`src/rtl/cmd_phys_ctrl_gen_if.sv`:
```
// Host-side and pad-wrapper-side signal bundle of the SD command-line physical controller.
// The controller uses the slave view; the host/wrapper side uses the master view.
interface cmd_phys_ctrl_gen_if #(
  parameter int RESP_W = 136,
  parameter int TO_W   = 8
);
  // host side
  logic              strobe_in;
  logic              ack_in;
  logic              idle_in;
  logic [1:0]        resp_type;
  logic [TO_W-1:0]   timeout_cycles;
  logic              retry_en;
  logic              ack_out;
  logic              strobe_out;
  logic [RESP_W-1:0] response;
  logic [1:0]        status;
  logic [1:0]        retry_cnt;
  // pad wrapper side
  logic [RESP_W-1:0] pad_response;
  logic              transmission_complete;
  logic              reception_complete;
  logic              crc_ok;
  logic              reset_wrapper;
  logic              pad_state;
  logic              pad_enable;
  logic              enable_pts_wrapper;
  logic              enable_stp_wrapper;
  logic              load_send;
  logic              long_resp;
  logic              command_timeout;

  modport slave (
    input  strobe_in, ack_in, idle_in, resp_type, timeout_cycles, retry_en,
    input  pad_response, transmission_complete, reception_complete, crc_ok,
    output ack_out, strobe_out, response, status, retry_cnt,
    output reset_wrapper, pad_state, pad_enable, enable_pts_wrapper,
    output enable_stp_wrapper, load_send, long_resp, command_timeout
  );

  modport master (
    output strobe_in, ack_in, idle_in, resp_type, timeout_cycles, retry_en,
    output pad_response, transmission_complete, reception_complete, crc_ok,
    input  ack_out, strobe_out, response, status, retry_cnt,
    input  reset_wrapper, pad_state, pad_enable, enable_pts_wrapper,
    input  enable_stp_wrapper, load_send, long_resp, command_timeout
  );
endinterface

```
`src/rtl/cmd_phys_ctrl_gen.sv`:
```
// SD command-line physical controller: sequences command load/send, response wait and
// capture with timeout and automatic retry, then the host strobe/ack handshake.
module cmd_phys_ctrl_gen #(
  parameter int RESP_W     = 136,
  parameter int SHORT_W    = 48,
  parameter int TO_W       = 8,
  parameter int TO_DEFAULT = 63,
  parameter int MAX_RETRY  = 2,
  parameter int STP_DLY    = 1
) (
  input  logic               sd_clock,
  input  logic               reset,
  cmd_phys_ctrl_gen_if.slave bus
);

  localparam int DW = (STP_DLY > 0) ? $clog2(STP_DLY + 1) : 1;

  typedef enum logic [3:0] {
    ST_RESET     = 4'd0,
    ST_IDLE      = 4'd1,
    ST_LOAD      = 4'd2,
    ST_SEND      = 4'd3,
    ST_WAIT_RESP = 4'd4,
    ST_CHECK     = 4'd5,
    ST_RETRY     = 4'd6,
    ST_SEND_RESP = 4'd7,
    ST_WAIT_ACK  = 4'd8,
    ST_SEND_ACK  = 4'd9
  } state_t;

  state_t            state_r, next_state_s;
  logic [1:0]        rtype_r, rtype_nx_s;
  logic [TO_W-1:0]   limit_r, limit_nx_s;
  logic              retry_en_r, retry_en_nx_s;
  logic              crc_err_r, crc_err_nx_s;
  logic [TO_W-1:0]   to_cnt_r, to_cnt_nx_s;
  logic [DW-1:0]     dwell_r, dwell_nx_s;
  logic [RESP_W-1:0] response_r, response_nx_s;
  logic [1:0]        status_r, status_nx_s;
  logic [1:0]        retry_cnt_r, retry_cnt_nx_s;
  logic              to_hit_s;

  logic rw_r, ps_r, pe_r, pts_r, stp_r, ls_r, so_r, ao_r, cto_r;
  logic rw_s, ps_s, pe_s, pts_s, stp_s, ls_s, so_s, ao_s, cto_s;

  // Next-state and datapath register update logic.
  always_comb begin
    next_state_s   = state_r;
    rtype_nx_s     = rtype_r;
    limit_nx_s     = limit_r;
    retry_en_nx_s  = retry_en_r;
    crc_err_nx_s   = crc_err_r;
    response_nx_s  = response_r;
    status_nx_s    = status_r;
    retry_cnt_nx_s = retry_cnt_r;
    to_hit_s       = (state_r == ST_WAIT_RESP) && (to_cnt_r == limit_r);
    if (bus.idle_in && (state_r != ST_IDLE)) begin
      next_state_s = ST_IDLE;
      status_nx_s  = 2'b11;
    end else begin
      case (state_r)
        ST_RESET: next_state_s = ST_IDLE;
        ST_IDLE: begin
          if (bus.strobe_in) begin
            rtype_nx_s     = bus.resp_type;
            limit_nx_s     = (bus.timeout_cycles == {TO_W{1'b0}}) ? TO_W'(TO_DEFAULT)
                                                                  : bus.timeout_cycles;
            retry_en_nx_s  = bus.retry_en;
            retry_cnt_nx_s = 2'd0;
            next_state_s   = ST_LOAD;
          end else begin
            next_state_s = ST_IDLE;
          end
        end
        ST_LOAD: next_state_s = ST_SEND;
        ST_SEND: begin
          if (bus.transmission_complete) begin
            if (rtype_r == 2'b00) begin
              status_nx_s   = 2'b00;
              response_nx_s = {RESP_W{1'b0}};
              next_state_s  = ST_SEND_RESP;
            end else begin
              next_state_s = ST_WAIT_RESP;
            end
          end else begin
            next_state_s = ST_SEND;
          end
        end
        ST_WAIT_RESP: begin
          // a reception in the same cycle as the timeout wins
          if (bus.reception_complete) begin
            if (bus.crc_ok) begin
              if (rtype_r[1]) begin
                response_nx_s = bus.pad_response;
              end else begin
                response_nx_s                = {RESP_W{1'b0}};
                response_nx_s[SHORT_W-1:0]   = bus.pad_response[SHORT_W-1:0];
              end
              status_nx_s  = 2'b00;
              next_state_s = ST_SEND_RESP;
            end else begin
              crc_err_nx_s = 1'b1;
              next_state_s = ST_CHECK;
            end
          end else if (to_hit_s) begin
            crc_err_nx_s = 1'b0;
            next_state_s = ST_CHECK;
          end else begin
            next_state_s = ST_WAIT_RESP;
          end
        end
        ST_CHECK: begin
          status_nx_s = crc_err_r ? 2'b10 : 2'b01;
          if (retry_en_r && (retry_cnt_r < 2'(MAX_RETRY))) begin
            retry_cnt_nx_s = retry_cnt_r + 2'd1;
            next_state_s   = ST_RETRY;
          end else begin
            response_nx_s = crc_err_r ? bus.pad_response : {RESP_W{1'b0}};
            next_state_s  = ST_SEND_RESP;
          end
        end
        ST_RETRY:     next_state_s = ST_LOAD;
        ST_SEND_RESP: next_state_s = ST_WAIT_ACK;
        ST_WAIT_ACK: begin
          if (bus.ack_in) begin
            next_state_s = ST_SEND_ACK;
          end else begin
            next_state_s = ST_WAIT_ACK;
          end
        end
        ST_SEND_ACK:  next_state_s = ST_IDLE;
        default:      next_state_s = ST_RESET;
      endcase
    end
  end

  // Timeout and STP-dwell counters run only while staying in WAIT_RESP.
  always_comb begin
    to_cnt_nx_s = {TO_W{1'b0}};
    dwell_nx_s  = {DW{1'b0}};
    if ((state_r == ST_WAIT_RESP) && (next_state_s == ST_WAIT_RESP)) begin
      to_cnt_nx_s = (to_cnt_r == limit_r) ? to_cnt_r : to_cnt_r + TO_W'(1);
      dwell_nx_s  = (dwell_r == DW'(STP_DLY)) ? dwell_r : dwell_r + DW'(1);
    end else begin
      to_cnt_nx_s = {TO_W{1'b0}};
      dwell_nx_s  = {DW{1'b0}};
    end
  end

  // Output decode from the upcoming state so the output flops line up with the state.
  always_comb begin
    rw_s  = 1'b0;
    ps_s  = 1'b0;
    pe_s  = 1'b0;
    pts_s = 1'b0;
    stp_s = 1'b0;
    ls_s  = 1'b0;
    so_s  = 1'b0;
    ao_s  = 1'b0;
    cto_s = 1'b0;
    case (next_state_s)
      ST_RESET, ST_IDLE, ST_RETRY: rw_s = 1'b1;
      ST_LOAD: begin
        ps_s  = 1'b1;
        pe_s  = 1'b1;
        pts_s = 1'b1;
      end
      ST_SEND: begin
        ps_s  = 1'b1;
        pe_s  = 1'b1;
        pts_s = 1'b1;
        ls_s  = 1'b1;
      end
      ST_WAIT_RESP: begin
        pe_s  = 1'b1;
        stp_s = (dwell_nx_s == DW'(STP_DLY));
        cto_s = (to_cnt_nx_s == limit_nx_s);
      end
      ST_SEND_RESP, ST_WAIT_ACK: so_s = 1'b1;
      ST_SEND_ACK: begin
        so_s = 1'b1;
        ao_s = 1'b1;
      end
      default: rw_s = 1'b0;
    endcase
  end

  // State, datapath and output registers with synchronous reset.
  always_ff @(posedge sd_clock) begin
    if (reset) begin
      state_r     <= ST_RESET;
      rtype_r     <= 2'b00;
      limit_r     <= {TO_W{1'b0}};
      retry_en_r  <= 1'b0;
      crc_err_r   <= 1'b0;
      to_cnt_r    <= {TO_W{1'b0}};
      dwell_r     <= {DW{1'b0}};
      response_r  <= {RESP_W{1'b0}};
      status_r    <= 2'b00;
      retry_cnt_r <= 2'b00;
      rw_r        <= 1'b1;
      ps_r        <= 1'b0;
      pe_r        <= 1'b0;
      pts_r       <= 1'b0;
      stp_r       <= 1'b0;
      ls_r        <= 1'b0;
      so_r        <= 1'b0;
      ao_r        <= 1'b0;
      cto_r       <= 1'b0;
    end else begin
      state_r     <= next_state_s;
      rtype_r     <= rtype_nx_s;
      limit_r     <= limit_nx_s;
      retry_en_r  <= retry_en_nx_s;
      crc_err_r   <= crc_err_nx_s;
      to_cnt_r    <= to_cnt_nx_s;
      dwell_r     <= dwell_nx_s;
      response_r  <= response_nx_s;
      status_r    <= status_nx_s;
      retry_cnt_r <= retry_cnt_nx_s;
      rw_r        <= rw_s;
      ps_r        <= ps_s;
      pe_r        <= pe_s;
      pts_r       <= pts_s;
      stp_r       <= stp_s;
      ls_r        <= ls_s;
      so_r        <= so_s;
      ao_r        <= ao_s;
      cto_r       <= cto_s;
    end
  end

  assign bus.ack_out            = ao_r;
  assign bus.strobe_out         = so_r;
  assign bus.response           = response_r;
  assign bus.status             = status_r;
  assign bus.retry_cnt          = retry_cnt_r;
  assign bus.reset_wrapper      = rw_r;
  assign bus.pad_state          = ps_r;
  assign bus.pad_enable         = pe_r;
  assign bus.enable_pts_wrapper = pts_r;
  assign bus.enable_stp_wrapper = stp_r;
  assign bus.load_send          = ls_r;
  assign bus.long_resp          = rtype_r[1];
  assign bus.command_timeout    = cto_r;

endmodule

```
`src/flat_wrapper.sv`:
```
// flat-port wrapper written by rule: the top's interface ports become plain ports
module cmd_phys_ctrl_gen_flat 
#(
  parameter int RESP_W     = 136,
  parameter int SHORT_W    = 48,
  parameter int TO_W       = 8,
  parameter int TO_DEFAULT = 63,
  parameter int MAX_RETRY  = 2,
  parameter int STP_DLY    = 1
)
  (sd_clock, reset, bus_strobe_in, bus_ack_in, bus_idle_in, bus_resp_type, bus_timeout_cycles, bus_retry_en, bus_pad_response, bus_transmission_complete, bus_reception_complete, bus_crc_ok, bus_ack_out, bus_strobe_out, bus_response, bus_status, bus_retry_cnt, bus_reset_wrapper, bus_pad_state, bus_pad_enable, bus_enable_pts_wrapper, bus_enable_stp_wrapper, bus_load_send, bus_long_resp, bus_command_timeout);
  cmd_phys_ctrl_gen_if #(.RESP_W(RESP_W), .TO_W(TO_W)) bus_i ();
  input  logic sd_clock;
  input  logic reset;
  input wire logic [$bits(bus_i.strobe_in)-1:0] bus_strobe_in;
  input wire logic [$bits(bus_i.ack_in)-1:0] bus_ack_in;
  input wire logic [$bits(bus_i.idle_in)-1:0] bus_idle_in;
  input wire logic [$bits(bus_i.resp_type)-1:0] bus_resp_type;
  input wire logic [$bits(bus_i.timeout_cycles)-1:0] bus_timeout_cycles;
  input wire logic [$bits(bus_i.retry_en)-1:0] bus_retry_en;
  input wire logic [$bits(bus_i.pad_response)-1:0] bus_pad_response;
  input wire logic [$bits(bus_i.transmission_complete)-1:0] bus_transmission_complete;
  input wire logic [$bits(bus_i.reception_complete)-1:0] bus_reception_complete;
  input wire logic [$bits(bus_i.crc_ok)-1:0] bus_crc_ok;
  output wire logic [$bits(bus_i.ack_out)-1:0] bus_ack_out;
  output wire logic [$bits(bus_i.strobe_out)-1:0] bus_strobe_out;
  output wire logic [$bits(bus_i.response)-1:0] bus_response;
  output wire logic [$bits(bus_i.status)-1:0] bus_status;
  output wire logic [$bits(bus_i.retry_cnt)-1:0] bus_retry_cnt;
  output wire logic [$bits(bus_i.reset_wrapper)-1:0] bus_reset_wrapper;
  output wire logic [$bits(bus_i.pad_state)-1:0] bus_pad_state;
  output wire logic [$bits(bus_i.pad_enable)-1:0] bus_pad_enable;
  output wire logic [$bits(bus_i.enable_pts_wrapper)-1:0] bus_enable_pts_wrapper;
  output wire logic [$bits(bus_i.enable_stp_wrapper)-1:0] bus_enable_stp_wrapper;
  output wire logic [$bits(bus_i.load_send)-1:0] bus_load_send;
  output wire logic [$bits(bus_i.long_resp)-1:0] bus_long_resp;
  output wire logic [$bits(bus_i.command_timeout)-1:0] bus_command_timeout;
  assign bus_i.strobe_in = bus_strobe_in;
  assign bus_i.ack_in = bus_ack_in;
  assign bus_i.idle_in = bus_idle_in;
  assign bus_i.resp_type = bus_resp_type;
  assign bus_i.timeout_cycles = bus_timeout_cycles;
  assign bus_i.retry_en = bus_retry_en;
  assign bus_i.pad_response = bus_pad_response;
  assign bus_i.transmission_complete = bus_transmission_complete;
  assign bus_i.reception_complete = bus_reception_complete;
  assign bus_i.crc_ok = bus_crc_ok;
  assign bus_ack_out = bus_i.ack_out;
  assign bus_strobe_out = bus_i.strobe_out;
  assign bus_response = bus_i.response;
  assign bus_status = bus_i.status;
  assign bus_retry_cnt = bus_i.retry_cnt;
  assign bus_reset_wrapper = bus_i.reset_wrapper;
  assign bus_pad_state = bus_i.pad_state;
  assign bus_pad_enable = bus_i.pad_enable;
  assign bus_enable_pts_wrapper = bus_i.enable_pts_wrapper;
  assign bus_enable_stp_wrapper = bus_i.enable_stp_wrapper;
  assign bus_load_send = bus_i.load_send;
  assign bus_long_resp = bus_i.long_resp;
  assign bus_command_timeout = bus_i.command_timeout;
  cmd_phys_ctrl_gen #(.RESP_W(RESP_W), .SHORT_W(SHORT_W), .TO_W(TO_W), .TO_DEFAULT(TO_DEFAULT), .MAX_RETRY(MAX_RETRY), .STP_DLY(STP_DLY)) u_core (.sd_clock(sd_clock), .reset(reset), .bus(bus_i));
endmodule
```
`config.mk`:
```
export PLATFORM = sky130hd
export DESIGN_NAME = cmd_phys_ctrl_gen_flat
export DESIGN_NICKNAME = d
export VERILOG_FILES = /design/src/rtl/cmd_phys_ctrl_gen_if.sv /design/src/rtl/cmd_phys_ctrl_gen.sv /design/src/flat_wrapper.sv
export SDC_FILE = /design/constraint.sdc
export NUM_CORES = 1
export LEC_CHECK = 0
export BUFFER_PORTS_ARGS = -buffer_cell sky130_fd_sc_hd__buf_2
export CAP_MARGIN = 20
export CORE_UTILIZATION = 40
export CTS_CLUSTER_DIAMETER = 120
export DETAILED_ROUTE_END_ITERATION = 8
export GPL_TIMING_DRIVEN = 1
export PLACE_DENSITY_LB_ADDON = 0.08
export SETUP_SLACK_MARGIN = 0.1
export SLEW_MARGIN = 15
export SYNTH_ARGS = -nofsm -noshare
export SYNTH_HDL_FRONTEND = slang
export SYNTH_SLANG_ARGS = --single-unit
```
`constraint.sdc`:
```
create_clock -name sd_clock -period 7.3 [get_ports sd_clock]
set_input_delay 1.095 -clock sd_clock [delete_from_list [all_inputs] [get_ports sd_clock]]
set_output_delay 1.095 -clock sd_clock [all_outputs]
set_load 0.1 [all_outputs]
```
Yosys cells after proc, flatten, opt, wreduce, memory -nomap -nowiden. Index checks and enable logic that the tools add are counted.

Register bits: 173. Word-level logic and storage cells: 124. Output and inout bits: 150.

Add/sub/neg operators: 3. Mux-type cells: 45. Order comparisons: 1. Reduce and logical (&&, ||, !) cells: 23. Eq/ne operators: 32. Bitwise logic cells: 2.

Operators with widths (count): two-way mux 136 bit (7); case mux 136 bit (3 select lines) (1); two-way mux 8 bit (6); case mux 4 bit (9 select lines) (1); equality test 4 x 3 -> 1 bit (second input constant) (7); two-way mux 2 bit (11); equality test 4 x 2 -> 1 bit (second input constant) (4); equality test 4 bit (second input constant) (4); equality test 8 bit (2); two-way mux 1 bit (14); inequality test 2 bit (second input constant) (6); OR reduction 3 bit (3); adder 8 x 1 -> 8 bit (second input constant) (1); equality test 4 x 1 -> 1 bit (second input constant) (2); logical NOT 4 bit (2); logical NOT 8 bit (1); two-way mux 4 bit (2); AND reduction 4 bit (2); AND reduction 7 bit (1); inequality test 3 bit (second input constant) (2); case mux 2 bit (3 select lines) (1); OR reduction 2 bit (3); AND reduction 5 bit (1); logical AND 1 bit (4); 15 further kinds (18).

Logic depth before layout (Yosys ltp).
Depth in word-level cells: 10. Gate-level depth with buffers: 11. Depth with buffers taken out: 8.

Least setup slack after synthesis. OpenSTA, ideal clock, no wires.

Kind: input to register. Start: in bus_timeout_cycles[1]. End: reg u_core.cto_r (netlist: u_core.bus.command_timeout). Required time: 7.212 ns. Arrival time: 3.058 ns. Setup time: 0.088 ns. Stages on the path: 8. Slack: 4.153 ns. Cell sequence: or4_4 -> nor4_4 -> o22ai_2 -> nor3_2 -> a22oi_1 -> or3_1 -> a2111o_1 -> a311oi_2.

Cells in the longest elaborated chain, start to end: 6.

Ends and longest elaborated chain: from (decl) (RTL line flat_wrapper.sv:19) `input wire logic [$bits(bus_i.timeout_cycles)-1:0] bus_timeout_cycles;`; logical NOT 8 bit (RTL line cmd_phys_ctrl_gen.sv:66) `limit_nx_s = (bus.timeout_cycles == {TO_W{1'b0}}) ? TO_W'(TO_DEFAULT)`; two-way mux 8 bit * (RTL line cmd_phys_ctrl_gen.sv:66); two-way mux 8 bit * (RTL line cmd_phys_ctrl_gen.sv:64) `if (bus.strobe_in) begin`; two-way mux 8 bit * (RTL line cmd_phys_ctrl_gen.sv:61) `case (state_r)`; two-way mux 8 bit * (RTL line cmd_phys_ctrl_gen.sv:57) `if (bus.idle_in && (state_r != ST_IDLE)) begin`; equality test 8 bit * (RTL line cmd_phys_ctrl_gen.sv:177) `cto_s = (to_cnt_nx_s == limit_nx_s);`; to (signal assigned) (RTL line cmd_phys_ctrl_gen.sv:229) `cto_r <= cto_s;`; to (decl) (RTL line cmd_phys_ctrl_gen.sv:43) `logic rw_r, ps_r, pe_r, pts_r, stp_r, ls_r, so_r, ao_r, cto_r;`.

Mark *: on every way between the ends. The rest lies on a longest branch, timed or not. A chain may end at the register's enable or synchronous reset.

Worst setup path in the final report.
Start: reg u_core.state_r[3]. End: reg u_core.response_r[18] (netlist: u_core.bus.response[18]).

Cells in the longest elaborated chain, start to end: 4.

Ends and longest elaborated chain: from (decl) (RTL line cmd_phys_ctrl_gen.sv:31) `state_t state_r, next_state_s;`; from (signal assigned) (RTL line cmd_phys_ctrl_gen.sv:211) `state_r <= next_state_s;`; parallel branches: the longest is 4 deep, another holds AND reduction 7 bit; to (signal assigned) (RTL line cmd_phys_ctrl_gen.sv:198) `response_r <= {RESP_W{1'b0}};`; to (signal assigned) (RTL line cmd_phys_ctrl_gen.sv:218) `response_r <= response_nx_s;`; to (decl) (RTL line cmd_phys_ctrl_gen.sv:38) `logic [RESP_W-1:0] response_r, response_nx_s;`.

Several ways; the timed one is not identified.

==> out/qor.yml <==
tritoncts: "done"
netlist_area_um2: 6800
cts.sinks: 172
post_cts_buffers: 0
antenna_found_initial: 2
grt_use_total_pct: 23.7
status: "complete, no violations"
hold_violations: 0
wire_per_inst_um: 15.9
rsz0062_at_grt: "no"
hp-class: "register to register"
insertion_delay_ns: 0.43
die_x_um: 132
grt_pass1_vias: 6257
ant_nets: 0
post-dp-hpwl_um: 13900
grt_max_degree: 99
min_path_cells: 2
vdd_ir_drop_max_mv: 0.155
die-area_um2: 17500
rows: 47
ys_warn_count: 0
via_per_inst: 5.12
critPathKind: "register to register"
synth-seq-cells: 172
ys_types: 56
fin_cells: 1330
maxCapViolations: 0
setup_violations: 0
cts_root_buf: "clkbuf_16"
cts_buffers: 17
fp.coreArea_um2: 16600
crit_required_ns: 7.64
wirelength_um: 21100
slew_violations: 0
async_flop_share_pct: 0
fmax_mhz: 299
multi_input_area_um2: 3070
synth_nets: 994
dp.cells: 1298
syn_to_final_growth_pct: 31.9
portBuffers: 304
register_area_um2: 3440
ys_seq_area_share_pct: 50.6
dr.pass1.iters: 5
start_util_pct: 41.0
worstRegToRegCells: 8
synth_top_flop_cell: "dfxtp_1"
syn_avg_cell_area_um2: 8.11
gp_congestion: 0.878
synth_edf_count: 0
grt_pass1_wl_um: 33100
hold_buffers: 0
nNetsFinal: 1253
worst_clock_skew_ns: 0.0139
vias: 6810
fillCellCount: 1680
drt-initial-drc-count: 655
critPathCaptureType: "register"
finalCritPeriodShare_pct: 45.9
cts_max_level: 4
clkTransAtPathRegs_ns: 0.07
io_pins: 305
finalCoreUtilization_pct: 54.1
cts_max_path_buffers: 2
worst-path-max-fanout: 93
die_h_um: 132
overflow: 0
worst_pin_slew_ns: 1.09
p_per_area_nw_per_um2: 222
ctsResizeCount: 0
cp.arrival_ns: 3.69
relSlewSlack_pct: 27.2
critPathLaunchType: "register"
min_period_ns: 3.35
syn_inst: 838
setup_tns_ns: 0
route.detailed.drc: 0
drive_above_1_share_pct: 32.0
p_leak_nw: 3.84
## cells in the final DEF (no fill, tap or decap), types with 4 or more instances in the layout
cell type	synthesis	final
nand2b_1	7	6
nand3_1	143	143
a31oi_1	7	7
a21oi_1	147	147
clkbuf_16	0	17
buf_4	4	4
o21ai_0	8	8
dfxtp_1	172	172
buf_2	7	303
and2_1	6	6
nor3_1	6	6
nor2_1	30	30
xnor2_1	7	7
inv_1	4	4
nor2b_1	4	4
nand2_1	163	162
clkinv_4	0	4
xor2_1	12	12
## final cells by class
type / count / share of cell area (%)
tap: 220 / 3.07
clock inverter: 12 / 1.27
inverter: 4 / 0.167
clock buffer: 19 / 5.05
multi-input combinational: 593 / 34.2
sequential: 172 / 38.4
antenna: 1 / 0.0279
timing repair buffer: 309 / 17.8
## final timing paths
path	start	to	slack (ns)
setup reg to reg	u_core.state_r[3]	u_core.bus.response[18]	3.95
hold / removal	u_core.bus.response[77]	u_core.bus.response[77]	0.45
hold reg to reg	u_core.bus.response[77]	u_core.bus.response[77]	0.45
setup / recovery	u_core.state_r[3]	u_core.bus.response[18]	3.95
## report_power, final
group	leakage (nW)	switching (W)	internal (W)
clock network	0.280	0.000385	0.000490
registers	1.39	0.00000860	0.000946
logic	2.18	0.000106	0.0000557
## per-stage QoR
stage	total power [W]	hold WS [ns]	worst slack, ns	area [µm²]
2_1_floorplan	0.00107	0.436	4.15	6800
3_3_place_gp	0.00114	0.436	3.73	8370
3_5_place_dp	0.00114	0.440	3.68	8400
4_1_cts	0.00201	0.449	3.98	8970
5_1_grt	0.00207	0.463	3.79	8970
6_report	0.00199	0.447	3.95	8970
## state kept, by name (all words and copies together), names as in the netlist
| signal | flops |
|---|---|
| u_core.retry_en_r | 1 |
| u_core.bus.retry_cnt | 2 |
| u_core.bus.ack_out | 1 |
| u_core.bus.pad_enable | 1 |
| u_core.bus.pad_state | 1 |
| u_core.bus.load_send | 1 |
| u_core.limit_r | 8 |
| u_core.crc_err_r | 1 |
| u_core.bus.response | 136 |
| u_core.to_cnt_r | 8 |
| u_core.bus.command_timeout | 1 |
| u_core.bus.enable_stp_wrapper | 1 |
| u_core.state_r | 4 |
| u_core.bus.status | 2 |
| u_core.bus.strobe_out | 1 |
| u_core.bus.reset_wrapper | 1 |
| u_core.rtype_r | 2 |
## worst max-delay path, cell delays in order, from the launching register on
cell      delay, ns
dfxtp_1        0.55
and2b_4        0.27
and2_2         0.22
a211o_1        0.31
nand2b_1       0.21
nor2_4         0.86
buf_12         0.42
nand3_1        0.16
a21oi_1        0.18
## metal layers
metal / vias to the layer above / wire [µm] / track usage [%]
met5: - / 10 / 0
met2: 262 / 9840 / 37.3
met3: 27 / 1750 / 8.88
li1: 3391 / - / -
met4: 2 / 403 / 7.66
met1: 3128 / 9080 / 29.8
## synth_stat cells (3+ instances only)
library cell  instances  area, µm²
nor2_1               30        113
inv_1                 4       15.0
or3_1                 3       18.8
buf_4                 4       30.0
clkbuf_1             57        214
xor2_1               12        105
dfxtp_1             172       3440
buf_2                 7       35.0
a31oi_1               7       43.8
nor3_1                6       30.0
nand2b_1              7       43.8
nand2_1             163        612
o21ai_0               8       40.0
xnor2_1               7       61.3
a21oi_1             147        736
nand3b_1              3       22.5
nand3_1             143        716
nor2b_1               4       25.0
and2_1                6       37.5
nor4_1                3       18.8
## kinds of logic (layout without fill, tap and decap cells)
| kind of cell | after synthesis | count (layout) | share of synthesized area (%) |
|---|---|---|---|
| and+or+nand+nor | 388 | 388 | 27.1 |
| AOI/OAI and AO/OA | 181 | 181 | 14.4 |
| DFF | 172 | 172 | 50.6 |
| buffers and inverters | 73 | 344 | 4.49 |
| xor gates and xnor gates | 20 | 20 | 2.69 |
| muxes | 3 | 3 | 0.460 |
| adders and majority gates | 1 | 1 | 0.184 |
| other | 0 | 1 | 0 |
Note: power is estimated with default switching activity, not from simulation.
